===== src/rtl/fifo_wr_arbiter.sv =====
// ---------------------------------------------------------------------------
// fifo_wr_arbiter
//
// Round-robin arbiter that shares the single write port of the async FIFO
// between NUM_REQ requesters in the write clock domain. One requester owns
// the port for a burst. Its words are forwarded to the FIFO write port only
// while the FIFO is not full. The grant is released on the last word of a
// packet, when MAX_BURST words have been written, or when the requester
// withdraws its request.
//
// Ports:
//   wr_clk_i    in   1                   write-domain clock
//   rst_n_i     in   1                   asynchronous active-low reset
//   req_i       in   NUM_REQ             per-requester request (word presented)
//   req_data_i  in   NUM_REQ*FIFO_WIDTH  packed words, requester k at [k*W +: W]
//   req_last_i  in   NUM_REQ             presented word is the last of its packet
//   full_i      in   1                   FIFO full flag (write domain)
//   ack_o       out  NUM_REQ             one-hot, word of requester k accepted
//   grant_o     out  NUM_REQ             one-hot registered grant
//   wr_en_o     out  1                   FIFO write enable
//   wr_data_o   out  FIFO_WIDTH          FIFO write data
//   busy_o      out  1                   a grant is active
// ---------------------------------------------------------------------------
module fifo_wr_arbiter #(
  parameter int NUM_REQ    = 4,
  parameter int FIFO_WIDTH = 8,
  parameter int MAX_BURST  = 4,
  parameter int DLY        = 1
) (
  input  logic                          wr_clk_i,
  input  logic                          rst_n_i,
  input  logic [NUM_REQ-1:0]            req_i,
  input  logic [NUM_REQ*FIFO_WIDTH-1:0] req_data_i,
  input  logic [NUM_REQ-1:0]            req_last_i,
  input  logic                          full_i,
  output logic [NUM_REQ-1:0]            ack_o,
  output logic [NUM_REQ-1:0]            grant_o,
  output logic                          wr_en_o,
  output logic [FIFO_WIDTH-1:0]         wr_data_o,
  output logic                          busy_o
);

  localparam int PTR_W = (NUM_REQ > 1) ? $clog2(NUM_REQ) : 1;

  // DLY is kept so this block drops into benches that pass it to every
  // register stage; the flops here are zero-delay, so only its range is
  // checked at elaboration.
  if (NUM_REQ < 2 || NUM_REQ > 8) begin : g_bad_num_req
    $error("fifo_wr_arbiter: NUM_REQ must be in 2..8");
  end
  if (MAX_BURST < 1 || MAX_BURST > 255) begin : g_bad_max_burst
    $error("fifo_wr_arbiter: MAX_BURST must be in 1..255");
  end
  if (FIFO_WIDTH < 1) begin : g_bad_width
    $error("fifo_wr_arbiter: FIFO_WIDTH must be at least 1");
  end
  if (DLY < 0) begin : g_bad_dly
    $error("fifo_wr_arbiter: DLY must not be negative");
  end

  typedef enum logic {
    IDLE  = 1'b0,
    BURST = 1'b1
  } state_e;

  state_e                 state_q,    state_d;
  logic [NUM_REQ-1:0]     grant_q,    grant_d;
  logic [PTR_W-1:0]       gnt_idx_q,  gnt_idx_d;
  logic [PTR_W-1:0]       rr_ptr_q,   rr_ptr_d;
  logic [7:0]             beat_cnt_q, beat_cnt_d;

  logic                   found;
  logic [PTR_W-1:0]       winner;
  logic [PTR_W-1:0]       cand;
  logic                   cur_req;
  logic                   cur_last;
  logic [FIFO_WIDTH-1:0]  cur_data;
  logic                   beat_hit_max;
  logic                   accept;

  logic [FIFO_WIDTH-1:0]  req_word [NUM_REQ];

  for (genvar k = 0; k < NUM_REQ; k++) begin : g_unpack
    assign req_word[k] = req_data_i[k*FIFO_WIDTH +: FIFO_WIDTH];
  end

  // Round-robin search: the first requester at or above rr_ptr, wrapping.
  always_comb begin
    found  = 1'b0;
    winner = '0;
    cand   = '0;
    for (int i = 0; i < NUM_REQ; i++) begin
      cand = PTR_W'((int'(rr_ptr_q) + i) % NUM_REQ);
      if (!found && req_i[cand]) begin
        found  = 1'b1;
        winner = cand;
      end
    end
  end

  // Datapath for the granted requester. A write only happens in BURST and
  // never while the FIFO reports full, so the FIFO cannot overflow.
  always_comb begin
    cur_req      = req_i[gnt_idx_q];
    cur_last     = req_last_i[gnt_idx_q];
    cur_data     = req_word[gnt_idx_q];
    accept       = (state_q == BURST) && cur_req && !full_i;
    beat_hit_max = (({1'b0, beat_cnt_q} + 9'd1) == 9'(MAX_BURST));
  end

  assign wr_en_o   = accept;
  assign ack_o     = accept ? grant_q : '0;
  assign wr_data_o = accept ? cur_data : '0;
  assign grant_o   = grant_q;
  assign busy_o    = (state_q == BURST);

  // Next-state logic. A withdrawn request, a last word, or the final beat of
  // a burst all funnel into one release path, so a word that is both last and
  // at the burst limit causes exactly one release.
  always_comb begin
    state_d    = state_q;
    grant_d    = grant_q;
    gnt_idx_d  = gnt_idx_q;
    rr_ptr_d   = rr_ptr_q;
    beat_cnt_d = beat_cnt_q;

    unique case (state_q)
      IDLE: begin
        if (found) begin
          state_d    = BURST;
          grant_d    = NUM_REQ'(1) << winner;
          gnt_idx_d  = winner;
          rr_ptr_d   = PTR_W'((int'(winner) + 1) % NUM_REQ);
          beat_cnt_d = '0;
        end
      end

      BURST: begin
        if (!cur_req || (accept && (cur_last || beat_hit_max))) begin
          state_d    = IDLE;
          grant_d    = '0;
          beat_cnt_d = '0;
        end else if (accept) begin
          beat_cnt_d = beat_cnt_q + 8'd1;
        end
      end

      default: begin
        state_d = IDLE;
        grant_d = '0;
      end
    endcase
  end

  // State registers; reset drops any grant immediately.
  always_ff @(posedge wr_clk_i or negedge rst_n_i) begin
    if (!rst_n_i) begin
      state_q    <= IDLE;
      grant_q    <= '0;
      gnt_idx_q  <= '0;
      rr_ptr_q   <= '0;
      beat_cnt_q <= '0;
    end else begin
      state_q    <= state_d;
      grant_q    <= grant_d;
      gnt_idx_q  <= gnt_idx_d;
      rr_ptr_q   <= rr_ptr_d;
      beat_cnt_q <= beat_cnt_d;
    end
  end

endmodule


===== config.mk =====
export PLATFORM = sky130hd
export DESIGN_NAME = fifo_wr_arbiter
export DESIGN_NICKNAME = d
export VERILOG_FILES = /design/src/rtl/fifo_wr_arbiter.sv
export SDC_FILE = /design/constraint.sdc
export NUM_CORES = 1
export LEC_CHECK = 0
export ABC_AREA = 1
export BUFFER_PORTS_ARGS = -buffer_cell sky130_fd_sc_hd__buf_2
export CORE_UTILIZATION = 40
export CTS_CLUSTER_DIAMETER = 100
export DETAILED_ROUTE_END_ITERATION = 7
export PLACE_DENSITY = 0.71
export SYNTH_ARGS = -nofsm -noshare
export SYNTH_HDL_FRONTEND = slang
export SYNTH_SLANG_ARGS = --single-unit

===== constraint.sdc =====
create_clock -name wr_clk_i -period 3 [get_ports wr_clk_i]
set_input_delay 0.3 -clock wr_clk_i [delete_from_list [all_inputs] [get_ports wr_clk_i]]
set_output_delay 0.3 -clock wr_clk_i [all_outputs]
set_load 0.01 [all_outputs]

==> results of run 1 <==
==> timing repair <==
action                     4_1_cts  5_1_grt
hold endpoints to repair        17        0
hold buffers                     1        0
setup endpoints to repair        0        0
==> critical path: stages, from the launching register on <==
cell and delay, ns:
dfrtp_1 0.77, a21oi_1 0.15, o21ai_0 0.10, nand2_1 0.13, nor2_4 0.17, inv_2 0.08, nor2_8 0.12, inv_2 0.13
a21oi_1 0.13, buf_2 0.14
==> routing by layer <==
metal  vias up  wire, um
met5         -         0
met4         0        44
met3         5       320
li1        911         -
met2        66      1660
met1       731      1800
==> cell usage in the layout, fill, tap and decap left out <==
cell,count
buf_2,60
o21ai_1,3
clkbuf_8,3
a32o_1,1
clkbuf_1,1
nand2_1,68
xor2_1,1
nor2_1,42
nand2_2,8
a21oi_1,13
o21a_1,1
nand2_4,2
nand3b_1,1
o21ai_2,1
nand4_1,5
dfrtp_1,17
o21bai_1,1
nand4_2,1
nor2_4,2
nand3_1,13
o21ai_0,27
dlygate4sd3_1,1
o211ai_1,1
nor2_8,1
ha_1,5
inv_1,21
inv_2,6
clkinv_4,1
==> flip-flops by register name, indices dropped and copies added (netlist names) <==
name and cells:
beat_cnt_q 8, grant_o 4, gnt_idx_q 2, rr_ptr_q 2, busy_o 1
==> through the flow <==
step | setup slack (ns) | instance area, um2
after floorplan | 1.17 | 1560
after global placement | 0.867 | 1870
after detailed placement | 0.798 | 1870
after CTS | 0.508 | 1920
after global routing | 0.240 | 1920
final | 0.513 | 1920
==> worst paths after layout <==
path / startpoint / endpoint / cells past startpoint
max: gnt_idx_q[0] / wr_data_o[4] / 9
min reg2reg: grant_o[3] / grant_o[3] / 2
max reg2reg: rr_ptr_q[0] / rr_ptr_q[1] / 11
min in group asynchronous: rst_n_i / beat_cnt_q[5] / 2
max in group asynchronous: rst_n_i / beat_cnt_q[2] / 2
min: full_i / beat_cnt_q[5] / 4
==> where the power goes <==
part / internal, mW / leakage [nW] / switching [mW] / total [mW]
Combinational: 0.391 / 0.784 / 0.707 / 1.10
Clock: 0.0944 / 0.0228 / 0.0794 / 0.174
Sequential: 0.295 / 0.224 / 0.121 / 0.416
==> cells by family after synthesis <==
group                      share of synthesized area
and+or+nand+nor                                0.414
adders and majority gates                     0.0402
buffers and inverters                          0.101
DFF                                            0.274
xor gates and xnor gates                     0.00563
AOI/OAI and AO/OA                              0.165
==> layout make-up <==
type / count / area (um2) / area share
multi-input cells: 197 / 972 / 0.506
flip-flops and latches: 17 / 425 / 0.221
repair buffers: 61 / 310 / 0.161
inverters: 28 / 110 / 0.0573
well taps: 48 / 60.1 / 0.0312
clock buffers: 4 / 45.0 / 0.0234
==> flow_summary.ini, run 1 <==
[worst_setup_path]
worst-setup-path-type = reg2out
critPathCaptureType = output port
cp-start-kind = flip-flop
required_ns = 2.70
crit_fanout = 24
r2r_slack_ns = 0.88
crit_arrival_ns = 2.19

[global_route]
met3_usage = 0.0375
antenna_found_initial = 0
grt_busiest_layer = met2
overflow = 0
grt_use_met2 = 0.355
grt_pass1_vias = 1513
grt_pass1_wl_um = 6530
grt_use_met1 = 0.244
grt_use_total = 0.200
grt_max_degree = 25

[sta]
layout_min_cycle_time_ns = 2.49
worst_pin_slew_ns = 0.663
final-setup-viol-count = 0
rsz0062_at_grt = false
slew_headroom = 0.558
slew_violations = 0
timing.fmax_ghz = 0.402
fin_tns_setup_ns = 0
fin_crit_sh = 0.829
hold_viol = 0
whs_ns = 0.410
fin_skew_ns = 0.00235

[logic_synthesis]
yosysMostFrequentCell = nand2_1
synth_common_cells = nand2_1, nor2_1, o21ai_0, inv_1, dfrtp_1
syn-mean-instance-area_um2 = 6.25
ys_top_cells_by_area = dfrtp_1, nand2_1, nor2_1
yosys_register_bits = 17
yosysUniqueCellTypes = 28
synthesis.area_um2 = 1560
syn-num-nets = 297
yosys_warnings = 0
yosys.area.top_type = dfrtp_1
syn_inst = 249
ys_seq_area_frac = 0.274
async_flop_share = 1.00
dominantRegCellSynth = dfrtp_1
synth_edf_count = 0
synthDominantCellAreaShare = 0.274

[power_and_ir_drop]
vdd_drop_max_uv = 350
p_per_area_nw_per_um2 = 877
fin_total_pwr_mw = 1.69
p_leak_nw = 1.03

[cells_and_area]
final_nets = 356
drive_gt1_frac = 0.277
antenna_cells = 0
stdcell_count = 355
fin_util = 0.521
fill_cells = 374
syn_to_final_growth_pct = 23.7

[routing]
drtIter0Drc = 65
num_vias = 1713
vias_per_cell = 4.83
drt-pass1-iter-count = 4
wl_per_cell_um = 10.8
postRouteAntennaNets = 0
wirelength_um = 3830
drc_errors = 0

[cts]
cts-resized-gates = 0
clk_root_buffer_cell = clkbuf_8
cts_buffers = 3
postCtsSetupRepairBufs = 0
clkTransAtPathRegs_ns = 0.07
cts_tree = done
cts_buffer_depth = 2
cts_sinks = 17
clock_latency_ns = 0.26
htree_levels = 1

[die]
io_pins = 61
start_util = 0.422
fp.dieW_um = 64.4
core_um2 = 3690
die_h_um = 64.4
dieArea_um2 = 4140
num_rows = 22

[worst_hold_path]
hp-class = in2reg

[place]
gp_congestion = 0.892
dp_cells = 350
numPortBuffers = 60
dp_hpwl_um = 2980

[flow_run]
cap_violations = 0

[outcome]
status = completed
Power figures use the tool's default switching activity.
==> inputs of run 2 (changes only) <==
==> constraint.sdc (replaced) <==
create_clock -name wr_clk_i -period 2.6 [get_ports wr_clk_i]
set_input_delay 0.26 -clock wr_clk_i [delete_from_list [all_inputs] [get_ports wr_clk_i]]
set_output_delay 0.26 -clock wr_clk_i [all_outputs]
set_load 0.01 [all_outputs]
==> run 2 against run 1 <==
  * Clock skew shrank 0.0014 ns
  * Highest routed layer unchanged
  * Non-clock buffer count grew 3
  * Global-route usage grew 0.23 points
  * First-iteration DRC count shrank 23%
  * Clock power grew 16%
  * Sequential cell count is the same
  * Largest cell class unchanged
  * Via count shrank 0.82%
  * Worst hold slack lost 0.037 ns
  * Sequential share of layout area shrank 0.26 points
  * Die area is the same
  * Final cell count grew 0.85%
==> flow_summary.ini, run 2 (synthesis gave the netlist of run 1 again) <==
[outcome]
status = completed

[worst_setup_path]
crit_arrival_ns = 1.86
worstPathCellList = inv_1 -> a21oi_1 -> o21ai_0 -> nand2_1 -> nor2_4 -> inv_2 -> nor2_8 -> inv_2 -> a21oi_1 -> buf_2
reg2reg_to = rr_ptr_q[1]
cp_slowest_cell = dfrtp_1
rr_worst_depth = 13
crit_buf_inv = 4
cpPeakStageDelay_ns = 0.42
worst-setup-path-type = reg2out
required_ns = 2.34
r2r_start = rr_ptr_q[0]
critPathCaptureType = output port
crit_fanout = 12
r2r_slack_ns = 0.52
cp_top_family = buffers and inverters
cp-start-kind = flip-flop

[global_route]
met3_usage = 0.0321
grt_max_degree = 21
grt_pass1_wl_um = 6690
grt_use_met1 = 0.252
grt_use_met2 = 0.358
overflow = 0
grt_use_total = 0.202
antenna_found_initial = 0
grt_pass1_vias = 1532
grt_busiest_layer = met2

[cells_and_area]
layout_common_cells = nand2_1, buf_2, nor2_1, o21ai_0, inv_1
top_register = beat_cnt_q
stdcell_count = 358
multiInputGateArea_um2 = 972
antenna_cells = 0
layout_commonest_cell = nand2_1
drive_gt1_frac = 0.284
seqCellArea_um2 = 425
largest_reg_flops = 8
syn_to_final_growth_pct = 25.1
fill_cells = 374
final_nets = 359

[cts]
cts-resized-gates = 0
cts_sinks = 17
htree_levels = 1
clk_root_buffer_cell = clkbuf_8
clock_latency_ns = 0.25
cts_tree = done
cts_buffer_depth = 2
clkTransAtPathRegs_ns = 0.07
cts_hold_buf = 1
postCtsSetupRepairBufs = 0
cts_buffers = 3

[sta]
whs_ns = 0.373
slew_headroom = 0.731
hold_viol = 0
layout_min_cycle_time_ns = 2.12
fin_crit_sh = 0.815
final-setup-viol-count = 0
fin_tns_setup_ns = 0
worst_pin_slew_ns = 0.404
timing.fmax_ghz = 0.472
fin_skew_ns = 0.000904
slew_violations = 0
rsz0062_at_grt = false

[routing]
postRouteAntennaNets = 0
wirelength_um = 3970
drc_errors = 0
vias_per_cell = 4.75
num_vias = 1699
drt-pass1-iter-count = 4
drtIter0Drc = 50
wl_per_cell_um = 11.1

[die]
start_util = 0.422
dieArea_um2 = 4140
fp.dieW_um = 64.4
core_um2 = 3690
num_rows = 22
die_h_um = 64.4
io_pins = 61

[power_and_ir_drop]
p_int_mw = 0.929
p_leak_nw = 1.05
p_per_area_nw_per_um2 = 1030
power_frac_seq = 0.215
clkPwrFrac = 0.101
swShare = 0.536
vdd_drop_max_uv = 376
p_sw_mw = 1.07
p_comb_frac = 0.684
fin_total_pwr_mw = 2.00

[worst_hold_path]
hp-class = in2reg
hold_path_depth = 4
holdPathEnd = beat_cnt_q[5]
min_from = full_i

[place]
numPortBuffers = 60
dp_hpwl_um = 3060
gp_congestion = 0.841
dp_cells = 353

[flow_run]
cap_violations = 0
==> run 2: cell count changes in the layout (fill, tap and decap cells not counted) <==
cell,change
buf_4,+3
==> run 2: worst register-to-register path, cell delays in order, from the launching register on <==
cell and delay (ns):
dfrtp_1 0.54, clkinv_4 0.09, nand2_1 0.07, nand2_1 0.10
nand2_2 0.09, nand2_2 0.07, nor2_4 0.14, nand2_1 0.09
o211ai_1 0.21, nand2_1 0.14, inv_1 0.10, ha_1 0.23
nand2_1 0.06, o21ai_1 0.05
==> run 2: per-stage QoR <==
step | area [um2] | setup slack, ns | util
2_1_floorplan | 1560 | 0.772 | -
3_3_place_gp | 1890 | 0.586 | 0.513
3_5_place_dp | 1890 | 0.545 | 0.513
4_1_cts | 1950 | 0.423 | 0.527
5_1_grt | 1950 | 0.271 | 0.527
6_report | 1950 | 0.481 | 0.527
==> run 2: how the worst max path moves through the flow <==
stage / from / to / slack, ns / cells past startpoint
5_1_grt: gnt_idx_q[1] / wr_data_o[1] / 0.27 / 10
3_5_place_dp: rr_ptr_q[0] / rr_ptr_q[1] / 0.54 / 13
6_report: gnt_idx_q[1] / wr_data_o[3] / 0.48 / 10
4_1_cts: gnt_idx_q[1] / wr_data_o[3] / 0.42 / 10
3_3_place_gp: rr_ptr_q[0] / rr_ptr_q[1] / 0.59 / 11
2_1_floorplan: rr_ptr_q[0] / rr_ptr_q[1] / 0.77 / 15
==> run 2: final cells by class <==
class / instances / share of cell area
Multi-Input combinational cell: 197 / 0.500
Sequential cell: 17 / 0.219
Timing Repair Buffer: 64 / 0.171
Inverter: 28 / 0.0566
Tap cell: 48 / 0.0309
Clock buffer: 4 / 0.0232
==> run 2: per-layer routing <==
layer	part of all wire	routed length, um	up-vias
li1	-	-	922
met4	0.011	44	0
met3	0.076	300	4
met1	0.48	1920	708
met5	0	0	-
met2	0.43	1710	65
==> run 2: power by group through the flow <==
stage / logic, mW / registers, mW / clock network, mW
after global placement: 1.36 / 0.435 / 0
after CTS: 1.38 / 0.431 / 0.209
final: 1.37 / 0.431 / 0.201
after floorplan: 1.08 / 0.411 / 0
after detailed placement: 1.37 / 0.435 / 0
after global routing: 1.56 / 0.450 / 0.222
==> inputs of run 3 (changes only) <==
--- a/config.mk
+++ b/config.mk
@@ -5,12 +5,12 @@
 export SDC_FILE = /design/constraint.sdc
 export NUM_CORES = 1
 export LEC_CHECK = 0
-export ABC_AREA = 1
+export ABC_AREA = 0
 export BUFFER_PORTS_ARGS = -buffer_cell sky130_fd_sc_hd__buf_2
 export CORE_UTILIZATION = 40
 export CTS_CLUSTER_DIAMETER = 100
 export DETAILED_ROUTE_END_ITERATION = 7
-export PLACE_DENSITY = 0.71
+export PLACE_DENSITY = 0.76
 export SYNTH_ARGS = -nofsm -noshare
 export SYNTH_HDL_FRONTEND = slang
 export SYNTH_SLANG_ARGS = --single-unit
==> constraint.sdc (replaced) <==
create_clock -name wr_clk_i -period 1.8 [get_ports wr_clk_i]
set_input_delay 0.18 -clock wr_clk_i [delete_from_list [all_inputs] [get_ports wr_clk_i]]
set_output_delay 0.18 -clock wr_clk_i [all_outputs]
set_load 0.01 [all_outputs]
==> run 3 against run 2 <==
  * Cell area shrank 5.1%
  * Clock power grew 9%
  * Highest routed layer unchanged
  * Critical path type unchanged
  * Sequential share of layout area grew 1.3 points
  * Sequential power grew 46%
  * Worst setup slack lost 0.73 ns
  * Synthesized area shrank 14%
  * Critical path depth shrank 5
  * The flow now finishes with violations (negative setup slack)
==> flow_summary.ini, run 3 <==
[place]
numPortBuffers = 60
preCtsSetupSlack_ns = 0.00457
placed_area_um2 = 1680
gp_congestion = 0.762
dp_hpwl_um = 2650

[sta]
timing.fmax_ghz = 0.489
slew_violations = 0
slew_headroom = 0.558
final-setup-viol-count = 19
worst_pin_slew_ns = 0.661
layout_min_cycle_time_ns = 2.04
whs_ns = 0.206
rsz0062_at_grt = true
fin_skew_ns = 0.00870
fin_crit_sh = 1.14
hold_viol = 0
fin_ws_ns = -0.244

[power_and_ir_drop]
p_per_area_nw_per_um2 = 1190
fin_total_pwr_mw = 2.20
p_leak_nw = 0.900
vdd_drop_max_uv = 548

[die]
start_util = 0.429
dieArea_um2 = 3560
io_pins = 61
fp.dieW_um = 59.7
num_rows = 20
core_um2 = 3100
die_h_um = 59.7

[global_route]
grt_max_degree = 18
antenna_found_initial = 0
grt_pass1_wl_um = 5580
grt_use_total = 0.215
grt_pass1_vias = 1269
overflow = 0

[routing]
drt-pass1-iter-count = 4
vias_per_cell = 5.52
wirelength_um = 3850
wl_per_cell_um = 16.1
num_vias = 1320
postRouteAntennaNets = 0
drtIter0Drc = 56
drc_errors = 0

[cells_and_area]
layout_common_cells = buf_2, dfrtp_1, and2_1, nor2_1, mux4_2
antenna_cells = 0
syn_to_final_growth_pct = 38.7
layout_commonest_cell = buf_2
top_register = beat_cnt_q
largest_reg_flops = 8
final_nets = 244
fin_util = 0.595
final_area_um2 = 1850
drive_gt1_frac = 0.513

[logic_synthesis]
ys_seq_area_frac = 0.320
ys_top_cells_by_area = dfrtp_1, mux4_2, and2_1
syn-mean-instance-area_um2 = 10.7
syn_inst = 124
dominantRegCellSynth = dfrtp_1
yosys_register_bits = 17
synth_common_cells = dfrtp_1, and2_1, mux4_2, nor2_1
synthDominantCellAreaShare = 0.320
yosysMostFrequentCell = dfrtp_1
yosys_warnings = 0
async_flop_share = 1.00
syn-num-nets = 172
yosys.area.top_type = dfrtp_1
synthesis.area_um2 = 1330
synth_edf_count = 0
yosysUniqueCellTypes = 41

[worst_setup_path]
critPathCaptureType = output port
cp-start-kind = flip-flop
r2r_start = gnt_idx_q[1]
crit_arrival_ns = 1.86
reg2reg_to = beat_cnt_q[1]
rr_worst_depth = 6
crit_fanout = 6
worst-setup-path-type = reg2out
r2r_slack_ns = -0.08
critPathLaunch = gnt_idx_q[1]
required_ns = 1.62

[worst_hold_path]
hp-class = in2reg
holdPathEnd = busy_o
hold_path_depth = 3
min_from = full_i

[cts]
cts_tree = done
clkTransAtPathRegs_ns = 0.10
htree_levels = 1
cts_buffers = 3
clk_root_buffer_cell = clkbuf_4
clock_latency_ns = 0.31
cts_sinks = 17
cts_buffer_depth = 2

[outcome]
violations = negative setup slack
status = finished with violations

[flow_run]
cap_violations = 0
-- run 3: worst max-delay path: stages, from the launching register on --
cell        delay [ns]
dfrtp_2           0.44
mux2_4            0.33
a22oi_2           0.28
clkinvlp_4        0.21
and2_1            0.16
buf_2             0.13
-- run 3: worst max-delay path by stage --
stage                               to  slack [ns]  cells after the start
after floorplan             grant_o[0]        0.08                      6
after global placement      grant_o[2]        0.04                      4
after detailed placement    grant_o[1]       0.005                      4
after CTS                 wr_data_o[4]       -0.23                      5
after global routing      wr_data_o[1]       -0.31                      5
final                     wr_data_o[0]       -0.24                      5
-- run 3: what timing repair did --
item	CTS	global route
gates cloned	1	1
buffers inserted	5	1
pin swaps	3	2
setup endpoints to repair	18	25
endpoints found under the hold margin	17	0
resized for setup	7	11
hold buffers	1	0
-- run 3: stage by stage --
step	setup TNS [ns]	cells
floorplan	0	124
global placement	0	226
finish	-2.80	239
detailed placement	0	226
global route	-4.23	239
CTS	-2.60	237
-- run 3: area by class of cell --
cell class,count,area (um2)
fill,273,1260
multi-input combinational,98,913
sequential,17,428
timing repair buffer,70,398
tap,44,55.1
clock buffer,4,26.3
inverter,5,18.8
timing repair inverter,1,7.51
-- run 3: metal layers --
metal / up-vias / part of all wire / track usage
li1: 613 / - / -
met1: 625 / 0.38 / 0.230
met2: 71 / 0.51 / 0.398
met3: 11 / 0.086 / 0.0346
met4: 0 / 0.030 / 0.116
met5: - / 0 / 0
-- run 3: kinds of logic after synthesis --
logic type,share of synthesized area
multiplexers,0.212
adder cells (fa/ha/maj),0.0470
AND/OR/NAND/NOR,0.209
flip-flops,0.320
buffers and inverters,0.0376
AO/OA/AOI/OAI,0.155
XOR/XNOR,0.0197
-- run 3: where the power goes --
group,total (mW),switching (mW),internal (mW)
combinational,1.35,0.633,0.715
clock,0.220,0.133,0.0867
sequential,0.630,0.139,0.491
total,2.20,0.906,1.29
